--- config.mk ---
export PLATFORM = sky130hd
export DESIGN_NAME = restoring_divider
export DESIGN_NICKNAME = d
export VERILOG_FILES = /design/src/rtl/restoring_divider_pkg.sv /design/src/rtl/div_addsub.sv /design/src/rtl/restoring_divider.sv
export SDC_FILE = /design/constraint.sdc
export NUM_CORES = 1
export LEC_CHECK = 0
export BUFFER_PORTS_ARGS = -buffer_cell sky130_fd_sc_hd__buf_2
export CORE_ASPECT_RATIO = 0.7
export CORE_UTILIZATION = 50
export DETAILED_ROUTE_END_ITERATION = 7
export PLACE_DENSITY = 0.72
export SLEW_MARGIN = 10
export SYNTH_ARGS = -nofsm -noshare
export SYNTH_HDL_FRONTEND = slang
export SYNTH_HIERARCHICAL = 1
export SYNTH_SLANG_ARGS = --single-unit
--- constraint.sdc ---
create_clock -name clk -period 2.6 [get_ports clk]
set_input_delay 0.52 -clock clk [delete_from_list [all_inputs] [get_ports clk]]
set_output_delay 0.52 -clock clk [all_outputs]
set_load 0.02 [all_outputs]
--- src/rtl/restoring_divider_pkg.sv ---
// Shared definitions for the restoring divider.
//   DEFAULT_WIDTH : default operand/result width
//   state_t       : controller states (IDLE, RUN, DONE)
package restoring_divider_pkg;

    localparam int unsigned DEFAULT_WIDTH = 4;

    typedef enum logic [1:0] {
        IDLE = 2'd0,
        RUN  = 2'd1,
        DONE = 2'd2
    } state_t;

endpackage

--- src/rtl/div_addsub.sv ---
// Combinational add/subtract used by the divider datapath.
//   a, b : WIDTH-bit operands
//   sub  : 1 selects a - b, 0 selects a + b
//   y    : WIDTH-bit result, modulo 2^WIDTH
module div_addsub #(
    parameter int unsigned WIDTH = 5
) (
    input  logic [WIDTH-1:0] a,
    input  logic [WIDTH-1:0] b,
    input  logic             sub,
    output logic [WIDTH-1:0] y
);

    always_comb begin
        y = sub ? (a - b) : (a + b);
    end

endmodule

--- src/rtl/restoring_divider.sv ---
// Multi-cycle unsigned restoring divider, one quotient bit per clock.
//   clk, reset            : rising-edge clock, asynchronous active-low reset
//   start                 : request, sampled only in IDLE
//   dividend, divisor     : operands, captured when start is accepted
//   quotient, remainder   : result, held until overwritten by the next result
//   busy                  : high while iterating
//   done                  : one-cycle pulse while the result is first valid
//   div_by_zero           : set with done when the captured divisor was 0
//   count                 : iteration index during RUN
module restoring_divider
    import restoring_divider_pkg::*;
#(
    parameter int unsigned WIDTH = DEFAULT_WIDTH,
    parameter int unsigned CW    = $clog2(WIDTH)
) (
    input  logic             clk,
    input  logic             reset,
    input  logic             start,
    input  logic [WIDTH-1:0] dividend,
    input  logic [WIDTH-1:0] divisor,
    output logic [WIDTH-1:0] quotient,
    output logic [WIDTH-1:0] remainder,
    output logic             busy,
    output logic             done,
    output logic             div_by_zero,
    output logic [CW-1:0]    count
);

    state_t             state;
    logic [WIDTH:0]     a_reg;      // partial remainder, sign in bit WIDTH
    logic [WIDTH-1:0]   q_reg;
    logic [WIDTH-1:0]   m_reg;

    logic [2*WIDTH:0]   aq_sh;
    logic [WIDTH:0]     a_sh;
    logic [WIDTH-1:0]   q_sh;
    logic [WIDTH:0]     diff;
    logic               neg;
    logic [WIDTH:0]     a_next;
    logic [WIDTH-1:0]   q_next;
    logic               last_iter;

    div_addsub #(
        .WIDTH(WIDTH + 1)
    ) u_addsub (
        .a   (a_sh),
        .b   ({1'b0, m_reg}),
        .sub (1'b1),
        .y   (diff)
    );

    // Restoring A-M+M modulo 2^(WIDTH+1) yields the pre-subtraction value,
    // so the restore step selects the shifted A instead of a second adder.
    always_comb begin
        aq_sh     = {a_reg, q_reg} << 1;
        a_sh      = aq_sh[2*WIDTH:WIDTH];
        q_sh      = aq_sh[WIDTH-1:0];
        neg       = diff[WIDTH];
        a_next    = neg ? a_sh : diff;
        q_next    = q_sh | {{(WIDTH-1){1'b0}}, ~neg};
        last_iter = (count == CW'(WIDTH - 1));
    end

    always_ff @(posedge clk or negedge reset) begin
        if (!reset) begin
            state       <= IDLE;
            a_reg       <= '0;
            q_reg       <= '0;
            m_reg       <= '0;
            count       <= '0;
            quotient    <= '0;
            remainder   <= '0;
            busy        <= 1'b0;
            done        <= 1'b0;
            div_by_zero <= 1'b0;
        end else begin
            case (state)
                IDLE: begin
                    done <= 1'b0;
                    if (start) begin
                        m_reg <= divisor;
                        q_reg <= dividend;
                        a_reg <= '0;
                        count <= '0;
                        if (divisor == '0) begin
                            state       <= DONE;
                            done        <= 1'b1;
                            div_by_zero <= 1'b1;
                            quotient    <= '1;
                            remainder   <= dividend;
                        end else begin
                            state       <= RUN;
                            busy        <= 1'b1;
                            div_by_zero <= 1'b0;
                        end
                    end
                end
                RUN: begin
                    a_reg <= a_next;
                    q_reg <= q_next;
                    count <= count + CW'(1);
                    if (last_iter) begin
                        state     <= DONE;
                        busy      <= 1'b0;
                        done      <= 1'b1;
                        quotient  <= q_next;
                        remainder <= a_next[WIDTH-1:0];
                    end
                end
                DONE: begin
                    done  <= 1'b0;
                    state <= IDLE;
                end
                default: begin
                    state <= IDLE;
                    busy  <= 1'b0;
                    done  <= 1'b0;
                end
            endcase
        end
    end

endmodule

==> flow_summary.ini <==
[outcome]
status = completed

[final_layout]
fin_area_um2 = 1730
antenna_cells = 0
area_growth_pct = 18.81
drive_gt1_frac = 0.2944
fin_nets = 199

[place]
port_buffers = 23
place_area_um2 = 1629
place.gp.congestion = 0.7938
dpl_worst_slack_ps = -50.46
hpwl_um = 2342

[global_routing]
grt_max_degree = 28
grt_pass1_vias = 1060
antenna_found_initial = 0
grt-ovfl-total = 0
grt_pass1_wl_um = 4988
groute.usage.overall = 0.2294

[clock_tree]
cts_inserted_buffers = 3
cts_sinks = 27
worstSkewPairLatency_ps = 270
cts.clk_slew.worst_paths_ps = 90
cts_tree = yes
clk_path_buf_depth = 2
hold_buffers = 0
root_buffer = clkbuf_8
h-tree-depth = 1

[setup_path]
cp-start-kind = flop
reg2reg_to = remainder[2]
cp.arrival_ps = 2730
reg2reg_from = q_reg[3]
critPathKind = reg -> reg
required_ps = 2760
reg2reg_setup_slack_ps = 30
crit_start = q_reg[3]
ff2ff_path_depth = 10
path_max_fanout = 3
end_kind = flop

[logic_synthesis]
synth_common_cells = 27 x dfrtp_1, 27 x nand2_1, 15 x nor2_1
synth_cell_type_count = 34
synth_ff_type = dfrtp_1
synth-async-reset-ratio = 1.000
synth_seq_cells = 27
synth_cells = 149
synth_area_leaders = dfrtp_1 46%, nand2_1 7.0%, mux2_2 6.2%
netlist_area_um2 = 1456
yosys_warnings = 6
synth_edf_count = 0
synth_top_area_frac = 0.4639
synth-seq-area-share = 0.4639
yosysTopAreaCell = dfrtp_1
syn_avg_cell_area_um2 = 9.774

[drt]
wl_met3_um = 222
dr.pass1.iters = 4
wl_um = 3203
drt-initial-drc-count = 50
met1_length_um = 1491
route.antenna.remaining_nets = 0
vias_per_cell = 5.449
drc_errors = 0
dr_total_vias = 1166
wl_met2_um = 1490
routed.top_layer = met3
wl_per_cell_um = 14.97

[timing]
fin_ws_ps = 28.13
finClkSkew_ps = 6.847
setup_violations = 0
rsz0062_at_grt = true
tightest_slew_ps = 701.8
finalCritPeriodShare = 0.9892
min_period_ps = 2572
maxSlewViolCount = 0
fmax_mhz = 388.8
finalHoldViolations = 0
max-slew-margin-rel = 0.5321

[power]
p_per_area_nw_per_um2 = 1654
power.share.clock = 0.082
power_frac_comb = 0.644
switching_share = 0.4330
p_sw_w = 0.001240
internal_power_w = 0.001623
ir_worst_vdd_uv = 808.0
p_leak_nw = 0.8536
seqPwrFrac = 0.274

[flow_run]
maxCapViolCount = 0

[min_path]
hold_class = in -> async

[die]
initial_core_util = 0.5583
fp-row-count = 15
die_area_um2 = 3136
dieWidth_um = 66.51
ios = 24
core_area_um2 = 2609
die_h_um = 47.16
-- cell families (layout without fill, tap and decap cells) --
logic type               after synthesis  count (layout)  share of synthesized area
other                                  2               5                   0.005157
AND/OR/NAND/NOR                       56              56                     0.1753
adder cells (fa/ha/maj)                7               7                    0.06529
multiplexers                          15              15                     0.1100
AO/OA/AOI/OAI                         21              21                    0.09450
flip-flops                            27              27                     0.4639
buffers and inverters                 14              42                    0.03866
XOR/XNOR                               7               7                    0.04725
-- routing by layer --
metal / global-route usage / vias to the layer above
met5: 0 / -
met1: 0.3175 / 568
met4: 0.02553 / 0
met3: 0.06796 / 0
li1: - / 557
met2: 0.3755 / 41
-- through the flow --
step	total power [W]	hold slack [ps]	instances	util	TNS (ps)
after floorplan	0.001966	224.4	152	-	0
after global placement	0.002293	456.7	207	0.6245	0
after detailed placement	0.002363	467.3	207	0.6245	-82.11
after CTS	0.002673	258.4	212	0.6494	0
after global routing	0.003075	276.1	214	0.6633	-81.13
final	0.002862	239.5	214	0.6633	0
-- cells in the final DEF, fill, tap and decap left out, types with 2 or more instances in the layout --
master,instances
a21oi_2,2
dfrtp_1,27
buf_4,6
ha_1,6
mux2_2,6
inv_1,7
mux2_4,2
conb_1,5
o21ai_0,5
nand2_1,27
mux2i_2,2
xnor2_1,4
buf_2,23
a21o_1,2
a21oi_1,4
nand3_1,5
a31oi_1,4
nor2_1,15
clkbuf_8,3
mux2i_1,5
-- what timing repair did --
item                       4_1_cts  5_1_grt
pin swaps                        0        2
cloned                           0        0
setup buffers                    1        2
setup endpoints to repair        4        4
resized for setup                2        6
-- worst max-delay path, cell delays in order (launching register included) --
cell and delay, ps:
dfrtp_1 400, inv_1 70, ha_1 160, inv_2 50, fa_2 350, a21o_1 170, a21oi_2 190, xnor2_2 200
mux2_4 340, mux2_2 270, mux2_2 260
-- worst max-delay path by stage --
stage / end / slack, ps / cells after the start
after floorplan: remainder[2] / 10 / 11
after global placement: remainder[2] / 80 / 10
after detailed placement: remainder[2] / -50 / 10
after CTS: remainder[2] / 20 / 10
after global routing: remainder[3] / -30 / 10
final: remainder[2] / 30 / 10
-- power groups by stage --
stage	combinational, W	clock, W	sequential, W
global route	0.00201	0.000260	0.000806
finish	0.00184	0.000235	0.000785
global placement	0.00151	0	0.000779
floorplan	0.00110	0	0.000862
CTS	0.00165	0.000244	0.000778
detailed placement	0.00158	0	0.000787
-- cell type report --
class,count,area (um^2)
timing repair buffer,30,171.4
multi-input combinational,111,764.5
tap,34,42.54
sequential,27,675.6
clock inverter,1,5.005
clock buffer,3,41.29
fill,211,878.3
inverter,8,30.03
Note: power is estimated with default switching activity, not from simulation.
